`src/rtl/rpn_sequencer.sv`:
```
// rpn_sequencer: postfix (RPN) evaluation controller in front of an
// 8-deep x W-bit stack. Operand tokens become single-cycle pushes; operator
// tokens pop B then A, compute A op B (mod 2^W) and push the result back.
// Stack occupancy is shadowed locally so overflow/underflow are caught before
// the stack is ever driven. A rejected token still completes its handshake.
//
// Ports:
//   clk, rstN                  clock (rising edge), synchronous active-low reset
//   tok_valid/tok_ready        token handshake; tok_is_op selects operator
//   tok_data                   operand value, or opcode in [2:0]
//   clr_err                    clears the sticky error code
//   res_valid/res_data         one-cycle result pulse; res_data holds afterwards
//   err_code                   sticky first error: 01 ovf, 10 unf, 11 bad opcode
//   depth                      shadowed stack occupancy
//   stk_push/stk_pop/stk_data_in   stack controls
//   stk_data_out/stk_full/stk_empty_n  stack status (empty_n: 0 = empty)
//
// state  | meaning
// IDLE   | tok_ready=1, waiting for a token
// PUSH   | pushing an operand
// POP_B  | popping B (top of stack)
// POP_A  | popping A, B visible on stk_data_out
// CALC   | A visible on stk_data_out, result computed
// PUSH_R | pushing the result, res_valid pulse
module rpn_sequencer #(
    parameter int W     = 4,
    parameter int DEPTH = 8
) (
    input  logic         clk,
    input  logic         rstN,
    input  logic         tok_valid,
    output logic         tok_ready,
    input  logic         tok_is_op,
    input  logic [W-1:0] tok_data,
    input  logic         clr_err,
    output logic         res_valid,
    output logic [W-1:0] res_data,
    output logic [1:0]   err_code,
    output logic [3:0]   depth,
    output logic         stk_push,
    output logic         stk_pop,
    output logic [W-1:0] stk_data_in,
    input  logic [W-1:0] stk_data_out,
    input  logic         stk_full,
    input  logic         stk_empty_n
);

    localparam logic [3:0] DEPTH_L = 4'(DEPTH);

    localparam logic [1:0] ERR_NONE = 2'b00;
    localparam logic [1:0] ERR_OVF  = 2'b01;
    localparam logic [1:0] ERR_UNF  = 2'b10;
    localparam logic [1:0] ERR_OPC  = 2'b11;

    typedef enum logic [2:0] {
        IDLE   = 3'd0,
        PUSH   = 3'd1,
        POP_B  = 3'd2,
        POP_A  = 3'd3,
        CALC   = 3'd4,
        PUSH_R = 3'd5
    } state_t;

    state_t       state;
    logic [2:0]   op_q;
    logic [W-1:0] b_q;
    logic         accept;
    logic [1:0]   err_new;

    function automatic logic [W-1:0] alu(input logic [2:0] op,
                                         input logic [W-1:0] a,
                                         input logic [W-1:0] b);
        logic [W-1:0] r;
        case (op)
            3'd0:    r = a + b;
            3'd1:    r = a - b;
            3'd2:    r = a & b;
            3'd3:    r = a | b;
            3'd4:    r = a ^ b;
            default: r = '0;
        endcase
        return r;
    endfunction

    assign accept = tok_valid && tok_ready && (state == IDLE);

    // Error classification of the token being accepted this cycle.
    // An illegal opcode is reported ahead of an underflow.
    always_comb begin
        err_new = ERR_NONE;
        if (accept) begin
            if (!tok_is_op) begin
                if (depth == DEPTH_L || stk_full)
                    err_new = ERR_OVF;
            end else if (tok_data[2:0] > 3'd4) begin
                err_new = ERR_OPC;
            end else if (depth < 4'd2 || !stk_empty_n) begin
                err_new = ERR_UNF;
            end
        end
    end

    always_ff @(posedge clk) begin
        if (!rstN) begin
            state       <= IDLE;
            tok_ready   <= 1'b0;
            res_valid   <= 1'b0;
            res_data    <= '0;
            err_code    <= ERR_NONE;
            depth       <= '0;
            stk_push    <= 1'b0;
            stk_pop     <= 1'b0;
            stk_data_in <= '0;
            op_q        <= '0;
            b_q         <= '0;
        end else begin
            stk_push  <= 1'b0;
            stk_pop   <= 1'b0;
            res_valid <= 1'b0;

            // A new error in the same cycle as clr_err replaces the cleared value.
            if (err_new != ERR_NONE && (err_code == ERR_NONE || clr_err))
                err_code <= err_new;
            else if (clr_err)
                err_code <= ERR_NONE;

            case (state)
                IDLE: begin
                    tok_ready <= 1'b1;
                    if (accept && err_new == ERR_NONE) begin
                        tok_ready <= 1'b0;
                        if (!tok_is_op) begin
                            stk_push    <= 1'b1;
                            stk_data_in <= tok_data;
                            state       <= PUSH;
                        end else begin
                            op_q    <= tok_data[2:0];
                            stk_pop <= 1'b1;
                            state   <= POP_B;
                        end
                    end
                end
                PUSH: begin
                    depth     <= depth + 4'd1;
                    tok_ready <= 1'b1;
                    state     <= IDLE;
                end
                POP_B: begin
                    depth   <= depth - 4'd1;
                    stk_pop <= 1'b1;
                    state   <= POP_A;
                end
                POP_A: begin
                    // stk_data_out now shows B from the POP_B pop.
                    depth <= depth - 4'd1;
                    b_q   <= stk_data_out;
                    state <= CALC;
                end
                CALC: begin
                    // stk_data_out now shows A; result goes straight to the push regs.
                    stk_data_in <= alu(op_q, stk_data_out, b_q);
                    res_data    <= alu(op_q, stk_data_out, b_q);
                    stk_push    <= 1'b1;
                    res_valid   <= 1'b1;
                    state       <= PUSH_R;
                end
                PUSH_R: begin
                    depth     <= depth + 4'd1;
                    tok_ready <= 1'b1;
                    state     <= IDLE;
                end
                default: begin
                    tok_ready <= 1'b0;
                    state     <= IDLE;
                end
            endcase
        end
    end

endmodule

```
`config.mk`:
```
export PLATFORM = sky130hd
export DESIGN_NAME = rpn_sequencer
export DESIGN_NICKNAME = d
export VERILOG_FILES = /design/src/rtl/rpn_sequencer.sv
export SDC_FILE = /design/constraint.sdc
export NUM_CORES = 1
export LEC_CHECK = 0
export BUFFER_PORTS_ARGS = -buffer_cell sky130_fd_sc_hd__buf_2
export CELL_PAD_IN_SITES_DETAIL_PLACEMENT = 1
export CELL_PAD_IN_SITES_GLOBAL_PLACEMENT = 1
export CORE_MARGIN = 1.5
export CORE_UTILIZATION = 30
export DETAILED_ROUTE_END_ITERATION = 6
export PLACE_DENSITY_LB_ADDON = 0.1
export SLEW_MARGIN = 20
export SYNTH_ARGS = -nofsm -noshare
export SYNTH_HDL_FRONTEND = slang
export SYNTH_SLANG_ARGS = --single-unit
export TNS_END_PERCENT = 5
```
`constraint.sdc`:
```
create_clock -name clk -period 7.3 [get_ports clk]
set_input_delay 1.095 -clock clk [delete_from_list [all_inputs] [get_ports clk]]
set_output_delay 1.095 -clock clk [all_outputs]
set_load 0.005 [all_outputs]
```
Yosys cells after proc, flatten, opt, wreduce, memory -nomap -nowiden
Cells that the tools add are included.

operators by class
  equal/unequal tests = 12
  bitwise operators = 3
  mux-type cells = 24
  reductions and logical operators = 21
  order comparisons = 2
  $add $sub $neg = 4

operators with widths
  kind                                                                  count
  4-bit one-hot mux with 5 select lines                                 1
  4-bit one-hot mux with 2 select lines                                 2
  2-bit 2-to-1 mux                                                      7
  3-bit by 2-bit == test with 1-bit output, second input constant       4
  3-bit one-hot mux with 4 select lines                                 1
  3-bit == test, second input constant                                  3
  4-bit 2-to-1 mux                                                      2
  2-bit nonzero test                                                    4
  1-bit 2-to-1 mux                                                      7
  3-bit by 1-bit == test with 1-bit output, second input constant       2
  3-bit zero test                                                       2
  3-bit AND reduction                                                   2
  4-bit by 1-bit adder with 4-bit output, second input constant         1
  4-bit adder                                                           1
  4-bit AND                                                             1
  4-bit == test, second input constant                                  1
  1-bit logical AND                                                     4
  2-bit zero test                                                       2
  4-bit by 2-bit < comparator with 1-bit output, second input constant  1
  4-bit OR                                                              1
  1-bit one-hot mux with 2 select lines                                 2
  2-bit OR reduction                                                    2
  4-bit by 1-bit subtractor with 4-bit output, second input constant    1
  4-bit subtractor                                                      1
  other kinds (9)                                                       11

word-level totals
  logic and storage cells = 77
  register bits = 28

Logic depth before layout (Yosys ltp)
Gate-level depths: netlist of the first run.

  word-level depth = 10
  depth in mapped cells = 10

Least setup slack after synthesis of the first run
Ideal clock, no wire load.

  path kind = input-to-reg
  start point = in stk_data_out[0]
  end point = reg stk_data_in[2]
  setup time = 0.115 ns
  slack = 4.660 ns
  data required time = 7.185 ns
  cell stages on the path = 9
  path buffers = 0
  arrival = 2.525 ns
  path through = inv_1 > ha_1 > inv_1 > fa_1 > xnor2_1 > o22ai_1 > a221oi_1 > o2bb2ai_1 > and2_1

between the ends
  cells in the longest elaborated chain, start to end = 3
  elaborated cells on any way between the ends = 4
  classes of those cells = add/sub (2); mux (2)

RTL lines
  item                                                    line    source
  start: declaration                                      43      input logic [W-1:0] stk_data_out,
  4-bit subtractor / 4-bit adder (equally long branches)  76, 75
  4-bit one-hot mux with 5 select lines (*)               74      case (op)
  4-bit one-hot mux with 2 select lines (*)               127     case (state)
  end signal: assignment                                  134     stk_data_in <= tok_data;
  end signal: assignment                                  161     stk_data_in <= alu(op_q, stk_data_out, b_q);
  end: declaration                                        42      output logic [W-1:0] stk_data_in,

Mark *: on every way between the ends. The rest lies on a longest branch, timed or not.
A chain may end at the register's enable or synchronous reset.

Final worst setup path of the first run
  start point = reg op_q[0]
  end point = reg res_data[3]

between the ends
  cells in the longest elaborated chain, start to end = 2
  elaborated cells on any way between the ends = 6
  classes of those cells = eq/ne (4); mux (1); reduce/logical (1)

RTL lines
  item                                       line  source
  start: declaration                         65    logic [2:0] op_q;
  start signal: assignment                   137   op_q <= tok_data[2:0];
  3-bit == test (tied with other cells)      74
  4-bit one-hot mux with 5 select lines (*)  74
  end signal: assignment                     162   res_data <= alu(op_q, stk_data_out, b_q);
  end: declaration                           37    output logic [W-1:0] res_data,

Marked as above.

==> results of run 1 <==
## worst max-delay path by stage
stage	start	end	slack, ps	cells after the start
after floorplan	stk_data_out[0]	stk_data_in[2]$_SDFFE_PN0P_	4660	9
after global placement	stk_data_out[0]	stk_data_in[2]$_SDFFE_PN0P_	4400	10
after detailed placement	stk_data_out[0]	stk_data_in[2]$_SDFFE_PN0P_	4320	10
after CTS	op_q[0]$_SDFFE_PN0P_	res_data[3]$_SDFFE_PN0P_	4480	8
after global routing	op_q[0]$_SDFFE_PN0P_	res_data[3]$_SDFFE_PN0P_	4370	8
final	op_q[0]$_SDFFE_PN0P_	res_data[3]$_SDFFE_PN0P_	4510	8
## worst max-delay path, stage by stage (launching register included)
cell and delay, ps:
dfxtp_1 530, nor3b_2 340, mux2i_1 380, ha_1 300, nor2b_1 140, o21a_1 170
or4_1 400, mux2_4 300, o211ai_2 160
## cells in the mapped netlist, drive strengths merged (3+ instances only)
cell and instances:
and2 5, xnor2 7, nor2 12, buf 9, o2bb2ai 3, dfxtp 28, nand2 12, o21ai 9
mux2i 3, nand3 7, a21boi 8, o21a 4, nand2b 5, a21oi 11, ha 14, nor3 6
a211oi 3, nor2b 7, inv 15
## logic make-up (layout without fill, tap and decap cells)
logic type	after synthesis	after routing	share of synthesized area (%)
simple gates	66	66	21.76
compound gates	52	52	20.63
flops	28	28	31.86
buf+inv	26	51	7.467
fa+ha+maj	16	16	12.23
xor+xnor	7	7	3.485
mux	4	4	2.560
## power groups by stage
| stage | registers [mW] | clock network [mW] | logic [mW] |
|---|---|---|---|
| CTS | 0.157 | 0.0896 | 0.0327 |
| detailed placement | 0.161 | 0 | 0.0324 |
| global placement | 0.161 | 0 | 0.0309 |
| floorplan | 0.160 | 0 | 0.0198 |
| finish | 0.157 | 0.0847 | 0.0320 |
| global route | 0.158 | 0.0968 | 0.0360 |
## final cells by class
| class | instances | area (um^2) |
|---|---|---|
| inverter | 15 | 56.30 |
| fill | 684 | 3591 |
| sequential | 28 | 560.5 |
| clock buffer | 3 | 41.29 |
| tap | 72 | 90.09 |
| multi-input combinational | 145 | 1067 |
| timing repair buffer | 33 | 167.7 |
## routing by layer
layer  wire [um]  global-route usage [%]  vias up
li1            -                       -      744
met1        2194                   20.75      750
met2        2362                   29.75       20
met3         121                   1.943        2
met4          25                   3.860        0
met5           0                       0        -
## sequential cells by signal (all words and copies together), names as in the netlist
name and count:
err_code 2, res_data 4, b_q 4, op_q 3
state 3, stk_pop 1, depth 4, tok_ready 1
stk_data_in 4, stk_push 1, res_valid 1
==> out/qor.yml, run 1 <==
synth:
  syn_avg_cell_area_um2: 8.840
  netlist_instances: 199
  synth_top_area_share_pct: 31.86
  yosysTopAreaCell: "dfxtp_1"
  synth_seq_cells: 28
  yosys_warnings: 0
  synthFlopType: "dfxtp_1"
  synth_fp_nets: 230
  synth_area_um2: 1759
  synth_seq_area_share_pct: 31.86
  synth_cell_types: 49
  async_reset_ff_share_pct: 0
  synth_edf_count: 0
  yosys-top-cells-area: "dfxtp_1 32%, ha_1 10%, xnor2_1 3.5%"
job:
  max_cap_violations: 0
pwr:
  power_frac_comb_pct: 11.7
  power_switching_mw: 0.06690
  irDropWorstVdd_v: 0.00006114
  p_leak_nw: 0.8632
  finalPower_mw: 0.2741
  seqPwrFrac_pct: 57.4
  swShare_pct: 24.41
  cell_internal_pwr_mw: 0.2072
  power.density_nw_per_um2: 138.2
  pwr-share-clk_pct: 30.9
cells_and_area:
  fin_cells: 296
  area_delta_synth_final_pct: 12.73
  fin_area_um2: 1983
  fin_nets: 257
  drive_gt1_share_pct: 20.09
  n_antenna_cell: 0
  layout_commonest_cell: "buf_2"
  final_cell_mix: "32 x buf_2, 28 x dfxtp_1, 14 x inv_1, 14 x ha_1, 12 x nand2_1"
  final_util_pct: 35.58
placed_design:
  dpl_cell_area_um2: 1942
  io_buffers: 32
  gp_congestion: 0.7725
  placedCellCount: 293
  place_worst_setup_slack_ps: 4319
  dp_hpwl_um: 3645
worst_setup_path:
  path_class: "reg -> reg"
  r2r_cells: 8
  critPathCaptureType: "register"
  r2r_slack_ps: 4510
  critPathRequiredTime_ps: 7510
  critPathLaunchType: "register"
  critPathMaxFanout: 9
  r2r_start: "op_q[0]$_SDFFE_PN0P_"
  r2r_end: "res_data[3]$_SDFFE_PN0P_"
  crit_arrival_ps: 2990
global_routing:
  gr-total-overflow: 0
  grt_max_degree: 29
  antenna_found_initial: 0
  grt_use_total_pct: 16.49
  first_global_vias: 1678
  grt_pass1_wl_um: 8176
timing:
  fin_crit_ps: 2787
  fin_tns_setup_ps: 0
  worst_slew_pin_slew_ps: 480.0
  fmax_ghz: 0.3589
  finalSetupViolations: 0
  fin_skew_ps: 4.146
  rsz0062_at_grt: "false"
  fin_crit_sh_pct: 38.17
  max_slew_margin_pct: 67.17
  worst_slack_ps: 4513
  hold_slack_ps: 511.6
  finalMaxSlewViolations: 0
  finalHoldViolations: 0
clocking:
  htreeDepth: 1
  cts_setup_buffers: 0
  clock_latency_ps: 270
  clkSinkCount: 28
  clk_pin_slew_ps: 100
  cts_tree: "built"
  numCtsBuffers: 3
  holdBufCountCts: 0
  cts-resized-gates: 0
  clk_path_buf_depth: 2
  cts_root_buf: "clkbuf_8"
routing:
  postRouteAntennaNets: 0
  dr.pass1.iters: 4
  drtIter0Drc: 73
  dr_total_vias: 1516
  wire_per_inst_um: 15.89
  avgViaCountPerCell: 5.122
  wl_um: 4704
  drc: 0
worst_hold_path:
  holdPathStages: 2
  hold_path_class: "reg -> reg"
  hold_end: "res_data[3]$_SDFFE_PN0P_"
  hold_start: "res_data[3]$_SDFFE_PN0P_"
floorplanning:
  io_pins: 33
  die_w_um: 79.58
  die_area_um2: 6332
  rows: 27
  start_util_pct: 31.56
  die_y_um: 79.58
  coreArea_um2: 5574
run_status:
  outcome: "completed"
No activity file was read; power rests on OpenSTA's default activity.
==> run 2: changes to the inputs <==
- ABC_AREA: not set -> 1
- clock period: 7.3 -> 2.5 ns (I/O delays scaled with it)
==> run 2 against run 1 <==
Compared with the run above: synthesized cell count rose by 14%; critical endpoint is now stk_data_in[1]$_SDFFE_PN0P_; count of clock-buffer cells in the layout up 1; critical path type unchanged; clock skew up 1.5 ps.
==> out/qor.yml, run 2 <==
floorplanning:
  die_y_um: 77.65  # -2.4%
  rows: 26  # -3.7%
  start_util_pct: 31.92  # +0.36 points
  die_area_um2: 6029  # -4.8%
  coreArea_um2: 5238  # -6.0%
  die_w_um: 77.65  # -2.4%
  io_pins: 33  # unchanged
clocking:
  clock_latency_ps: 280  # about the same
  numCtsBuffers: 3  # unchanged
  cts-resized-gates: 0  # unchanged
  clk_pin_slew_ps: 100  # about the same
  clkSinkCount: 28  # unchanged
  cts_setup_buffers: 0  # unchanged
  clk_path_buf_depth: 2  # unchanged
  cts_tree: "built"
  holdBufCountCts: 0  # unchanged
  htreeDepth: 1  # unchanged
  cts_root_buf: "clkbuf_8"
cells_and_area:
  layout_commonest_cell: "nand2_1"
  n_antenna_cell: 0  # unchanged
  final_cell_mix: "51 x nand2_1, 32 x buf_2, 28 x inv_1, 28 x dfxtp_1, 22 x a21oi_1"
  fin_nets: 292  # +14%
  area_delta_synth_final_pct: 17.29
  drive_gt1_share_pct: 20.38  # +0.30 points
worst_hold_path:
  hold_start: "stk_data_out[2]"
  hold_end: "b_q[2]$_SDFFE_PN0N_"
  hold_path_class: "in -> reg"
  holdPathStages: 3  # +1
synth:
  synth_seq_area_share_pct: 33.53  # +1.7 points
  synth_edf_count: 0  # unchanged
  netlist_instances: 227  # +14%
  yosys-top-cells-area: "dfxtp_1 34%, nand2_1 11%, ha_1 10%"
  synth_xor_area_share_pct: 1.572  # -1.9 points
  synth_top_family_by_area: "simple AND/OR/NAND/NOR gates"
  yosysTopAreaCell: "dfxtp_1"
  synth_commonest_cells: "51 x nand2_1, 28 x dfxtp_1, 28 x inv_1"
  synth_area_um2: 1672  # -5.0%
  syn_avg_cell_area_um2: 7.364  # -17%
  synth_fp_nets: 258  # +12%
  synth_seq_cells: 28  # unchanged
  synth-compound-area-share_pct: 15.64  # -5.0 points
  synthFlopType: "dfxtp_1"
  async_reset_ff_share_pct: 0  # unchanged
  yosys_warnings: 0  # unchanged
  synthMuxAreaShare_pct: 0  # -2.6 points
  yosys.area_share.simple_pct: 28.82  # +7.1 points
  synth_fa_ha_area_share_pct: 12.87  # +0.64 points
  synth_cell_types: 30  # -39%
  synth_top_area_share_pct: 33.53  # +1.7 points
  yosysMostFrequentCell: "nand2_1"
global_routing:
  grt_use_total_pct: 15.32  # -1.2 points
  first_global_vias: 1540  # -8.2%
  gr-total-overflow: 0  # unchanged
  antenna_found_initial: 0  # unchanged
  grt_pass1_wl_um: 7203  # -12%
  grt_max_degree: 18  # -38%
routing:
  wl_um: 4266  # -9.3%
  drc: 0  # unchanged
  dr.pass1.iters: 4  # unchanged
  avgViaCountPerCell: 4.676  # -8.7%
  drtIter0Drc: 49  # -33%
  wire_per_inst_um: 12.93  # -19%
  postRouteAntennaNets: 0  # unchanged
  dr_total_vias: 1543  # +1.8%
timing:
  fmax_ghz: 0.4769  # +33%
  finalMaxSlewViolations: 0  # unchanged
  fin_tns_setup_ps: 0  # unchanged
  hold_slack_ps: 374.3  # -137.3 ps
  fin_skew_ps: 5.694  # +1.549 ps
  max_slew_margin_pct: 72.39  # +5.2 points
  fin_crit_sh_pct: 83.88  # +46 points
  rsz0062_at_grt: "false"
  fin_crit_ps: 2097  # -689.5 ps
  finalSetupViolations: 0  # unchanged
  finalHoldViolations: 0  # unchanged
  worst_slew_pin_slew_ps: 413.7  # -66.34 ps
placed_design:
  gp_congestion: 0.8281  # +7.2%
  io_buffers: 32  # unchanged
  dp_hpwl_um: 3392  # -6.9%
job:
  max_cap_violations: 0  # unchanged
worst_setup_path:
  crit_arrival_ps: 2280  # -710 ps
  r2r_start: "b_q[0]$_SDFFE_PN0N_"
  r2r_cells: 10  # +2
  critPathRequiredTime_ps: 2690  # -4820 ps
  r2r_slack_ps: 400  # -4110 ps
  r2r_end: "stk_data_in[1]$_SDFFE_PN0P_"
  critPathMaxFanout: 5  # -4
  path_class: "reg -> reg"
  critPathLaunchType: "register"
  critPathCaptureType: "register"
run_status:
  outcome: "completed"
pwr:
  power.density_nw_per_um2: 470.6  # +240%
  irDropWorstVdd_v: 0.0002127  # +250%
  p_leak_nw: 0.9429  # +9.2%
  finalPower_mw: 0.9226  # +240%
[run 2: cell count changes in the layout (fill, tap and decap cells not counted), moves of 6 or more]
cell     before  now
nor3_1        6    0
nand2_1      12   51
a21oi_1      11   22
nor2b_1       7    0
o21ai_0       9   16
xnor2_1       7    0
nor2_1       10   19
inv_1        14   28
[run 2: area by class of cell]
| type | instances | area (um^2) |
|---|---|---|
| Clock buffer | 4 | 55.05 |
| Fill cell | 684 | 3277 |
| Inverter | 30 | 112.6 |
| Multi-Input combinational cell | 166 | 984.7 |
| Sequential cell | 28 | 560.5 |
| Tap cell | 70 | 87.58 |
| Timing Repair Buffer | 32 | 160.2 |
[run 2: worst max-delay path by stage]
stage                                              to  slack [ps]                start  depth (start not counted)
final                     stk_data_in[1]$_SDFFE_PN0P_         400  b_q[0]$_SDFFE_PN0N_                         10
after global routing         res_data[3]$_SDFFE_PN0P_         190  b_q[0]$_SDFFE_PN0N_                         14
after CTS                 stk_data_in[1]$_SDFFE_PN0P_         370  b_q[0]$_SDFFE_PN0N_                         10
after detailed placement  stk_data_in[1]$_SDFFE_PN0P_         370  b_q[0]$_SDFFE_PN0N_                         10
after global placement    stk_data_in[2]$_SDFFE_PN0P_         410  b_q[1]$_SDFFE_PN0N_                         11
after floorplan           stk_data_in[1]$_SDFFE_PN0P_         620  b_q[0]$_SDFFE_PN0N_                         10
[run 2: metrics by stage]
| step | setup WS [ps] | area (um^2) | std cells | utilization [%] |
|---|---|---|---|---|
| 5_1_grt | 186.2 | 1961 | 330 | 37.43 |
| 4_1_cts | 365.5 | 1961 | 330 | 37.43 |
| 3_3_place_gp | 412.5 | 1906 | 326 | 36.38 |
| 6_report | 402.9 | 1961 | 330 | 37.43 |
| 3_5_place_dp | 370.3 | 1906 | 326 | 36.38 |
| 2_1_floorplan | 619.0 | 1672 | 227 | - |
[run 2: worst max-delay path, cell delays in order, from the launching register on]
cell and delay (ps):
dfxtp_1 400, inv_1 80, ha_1 290, a21oi_1 230, fa_1 470, nand2_1 80
nand2_1 50, o21ai_1 200, nand2_1 70, nor2_1 90, nor2_1 40
[run 2: kinds of logic after synthesis]
logic type,after synthesis
xor+xnor,3
fa+ha+maj,16
simple gates,98
compound gates,49
flops,28
buf+inv,33
[run 2: routing by layer]
| layer | wire [um] | vias up | part of all wire, % | global-route usage, % |
|---|---|---|---|---|
| li1 | - | 803 | - | - |
| met1 | 2215 | 711 | 52 | 20.60 |
| met2 | 1859 | 25 | 44 | 25.04 |
| met3 | 140 | 4 | 3.3 | 2.235 |
| met4 | 51 | 0 | 1.2 | 4.909 |
| met5 | 0 | - | 0 | 0 |
[run 2: power by group]
part | switching (mW) | internal (mW)
Combinational | 0.0922 | 0.0598
Sequential | 0.0129 | 0.461
Clock | 0.155 | 0.142
Total | 0.261 | 0.662
==> run 3: changes to the inputs <==
- clock period: 2.5 -> 2.1 ns (I/O delays scaled with it)
==> run 3 against run 2 <==
Compared with the run above: final cell count up 0.30%; fmax up 6.2%; sequential share of layout area down 0.32 points; via count down 0.71%; wire length up 0.49%; first-iteration DRC count up 4.1%; largest cell class unchanged; highest routed layer unchanged.
==> out/qor.yml, run 3 (synthesis results as in run 2) <==
worst_setup_path:
  critPathMaxFanout: 4  # -1
  critPathRequiredTime_ps: 2310  # -380 ps
  cp_common_cell: "nand2_1"
  cp_slowest_cell: "dfxtp_2"
  critPathLaunchType: "register"
  worstPathCellList: "inv_2 -> ha_1 -> inv_1 -> nand2_1 -> xor2_1 -> ha_1 -> nand2_1 -> inv_1 -> nand2_1 -> nand3_2 -> nand3_1 -> nand3_1 -> nand2_1 -> nand2_2 -> a21oi_2"
  cp_top_family: "simple AND/OR/NAND/NOR gates"
  r2r_cells: 15  # +5
  critPathCaptureType: "register"
  r2r_start: "b_q[1]$_SDFFE_PN0N_"
  path_class: "reg -> reg"
  slowest_delay_ps: 370  # -100 ps
  crit_arrival_ps: 2190  # -90 ps
  critPathBufInv: 3  # +2
  r2r_end: "res_data[3]$_SDFFE_PN0P_"
  r2r_slack_ps: 130  # -280 ps
timing:
  finalHoldViolations: 0  # unchanged
  finalMaxSlewViolations: 0  # unchanged
  fin_crit_ps: 1974  # -122.7 ps
  fin_tns_setup_ps: 0  # unchanged
  worst_slack_ps: 125.6  # -277.3 ps
  fmax_ghz: 0.5065  # +6.2%
  rsz0062_at_grt: "true"
  worst_slew_pin_slew_ps: 401.5  # -12.16 ps
  finalSetupViolations: 0  # unchanged
  max_slew_margin_pct: 73.20  # +0.81 points
  fin_crit_sh_pct: 94.02  # +10 points
  fin_skew_ps: 6.030  # +0.3358 ps
global_routing:
  grt_pass1_wl_um: 7093  # -1.5%
  grt.busiest_layer: "met2"
  grt_max_degree: 18  # unchanged
  use_met1_pct: 20.24  # -0.36 points
  grt.met2_usage_pct: 25.13  # +0.087 points
  gr-total-overflow: 0  # unchanged
  first_global_vias: 1551  # +0.71%
  use_met3_pct: 2.000  # -0.24 points
  antenna_found_initial: 0  # unchanged
  grt_use_total_pct: 15.02  # -0.30 points
worst_hold_path:
  hold_path_class: "in -> reg"
  hold_start: "clr_err"
  hold_end: "err_code[1]$_SDFFE_PN0P_"
  holdPathStages: 4  # +1
cells_and_area:
  nFillCells: 695  # +1.6%
  final_cell_mix: "50 x nand2_1, 32 x buf_2, 26 x inv_1"
  n_antenna_cell: 0  # unchanged
  area_delta_synth_final_pct: 19.69
  drive_gt1_share_pct: 25.67  # +5.3 points
  fin_cells: 331  # +0.30%
  layout_commonest_cell: "nand2_1"
  fin_area_um2: 2001  # +2.0%
  fin_nets: 293  # +0.34%
pwr:
  irDropWorstVdd_v: 0.0002418  # +14%
  finalPower_mw: 1.099  # +19%
  pwr-share-clk_pct: 31.6  # -0.6 points
  p_leak_nw: 0.9559  # +1.4%
  seqPwrFrac_pct: 51.4  # about the same
  power_switching_mw: 0.3081  # +18%
  swShare_pct: 28.05  # -0.19 points
  cell_internal_pwr_mw: 0.7905  # +19%
  power.density_nw_per_um2: 549.2  # +17%
  power_frac_comb_pct: 17.0  # +0.5 points
placed_design:
  gp_congestion: 0.8303  # +0.27%
  dpl_cell_area_um2: 1913  # +0.39%
  place_worst_setup_slack_ps: 6.348  # -363.9 ps
  io_buffers: 32  # unchanged
  dp_hpwl_um: 3361  # -0.92%
  placedCellCount: 327  # +0.31%
routing:
  avgViaCountPerCell: 4.628  # -1.0%
  dr_total_vias: 1532  # -0.71%
  drtIter0Drc: 51  # +4.1%
  wl_um: 4287  # +0.49%
  drc: 0  # unchanged
  postRouteAntennaNets: 0  # unchanged
  dr.pass1.iters: 4  # unchanged
  wire_per_inst_um: 12.95  # +0.19%
clocking:
  clk_pin_slew_ps: 100  # about the same
  htreeDepth: 1  # unchanged
  holdBufCountCts: 0  # unchanged
  numCtsBuffers: 3  # unchanged
  cts_root_buf: "clkbuf_8"
  cts_setup_buffers: 0  # unchanged
  clk_path_buf_depth: 2  # unchanged
  clock_latency_ps: 280  # about the same
  cts_tree: "built"
  clkSinkCount: 28  # unchanged
floorplanning:
  io_pins: 33  # unchanged
  start_util_pct: 31.92  # unchanged
  coreArea_um2: 5238  # unchanged
  rows: 26  # unchanged
  die_area_um2: 6029  # unchanged
  die_w_um: 77.65  # unchanged
  die_y_um: 77.65  # unchanged
job:
  max_cap_violations: 0  # unchanged
run_status:
  outcome: "completed"
-- run 3: cell types whose count changed in the layout (fill, tap and decap cells not counted), moves of 2 or more --
cell / delta
inv_1: -2
inv_2: +2
a21oi_1: -3
dfxtp_1: -4
a21oi_2: +3
dfxtp_2: +4
-- run 3: worst max path at each step --
stage	to	start	slack (ps)	depth (start not counted)
2_1_floorplan	stk_data_in[1]$_SDFFE_PN0P_	b_q[0]$_SDFFE_PN0N_	220	10
3_3_place_gp	stk_data_in[1]$_SDFFE_PN0P_	b_q[1]$_SDFFE_PN0N_	50	10
3_5_place_dp	stk_data_in[1]$_SDFFE_PN0P_	b_q[1]$_SDFFE_PN0N_	6	10
4_1_cts	stk_data_in[2]$_SDFFE_PN0P_	op_q[1]$_SDFFE_PN0P_	10	12
5_1_grt	stk_data_in[2]$_SDFFE_PN0P_	op_q[2]$_SDFFE_PN0P_	-50	12
6_report	res_data[3]$_SDFFE_PN0P_	b_q[1]$_SDFFE_PN0N_	130	15
-- run 3: per-layer routing --
layer / vias to the layer above / wire length (um)
li1: 807 / -
met1: 699 / 2161
met4: 0 / 27
met2: 24 / 1969
met3: 2 / 129
met5: - / 0
-- run 3: power groups by stage --
stage	combinational [mW]	sequential, mW	clock (mW)
2_1_floorplan	0.119	0.576	0
3_3_place_gp	0.182	0.576	0
3_5_place_dp	0.184	0.576	0
4_1_cts	0.186	0.565	0.367
5_1_grt	0.213	0.568	0.392
6_report	0.187	0.564	0.347
-- run 3: cell type report --
type | count | area (um^2) | share of cell area, %
multi-input combinational | 166 | 1012 | 50.59
sequential | 28 | 565.5 | 28.27
timing repair buffer | 33 | 167.7 | 8.380
inverter | 30 | 112.6 | 5.629
tap | 70 | 87.58 | 4.378
clock buffer | 4 | 55.05 | 2.752
-- run 3: worst register-to-register path, delay by kind of cell, from the launching register on --
family	cells	cell delay [ps]
compound gates	1	130
xor+xnor	1	140
fa+ha+maj	2	530
buf+inv	3	140
flops	1	370
simple gates	8	630
-- run 3: repair_timing --
action,4_1_cts,5_1_grt
pin swaps,0,3
resized for setup,1,12
endpoints found under the setup margin,1,6
-- run 3: stage by stage --
step                      hold WS [ps]  utilization (%)
final                            332.0            38.20
after global routing             347.8            38.20
after CTS                        323.9            37.65
after detailed placement         460.0            36.53
after global placement           450.7            36.53
after floorplan                  453.4                -
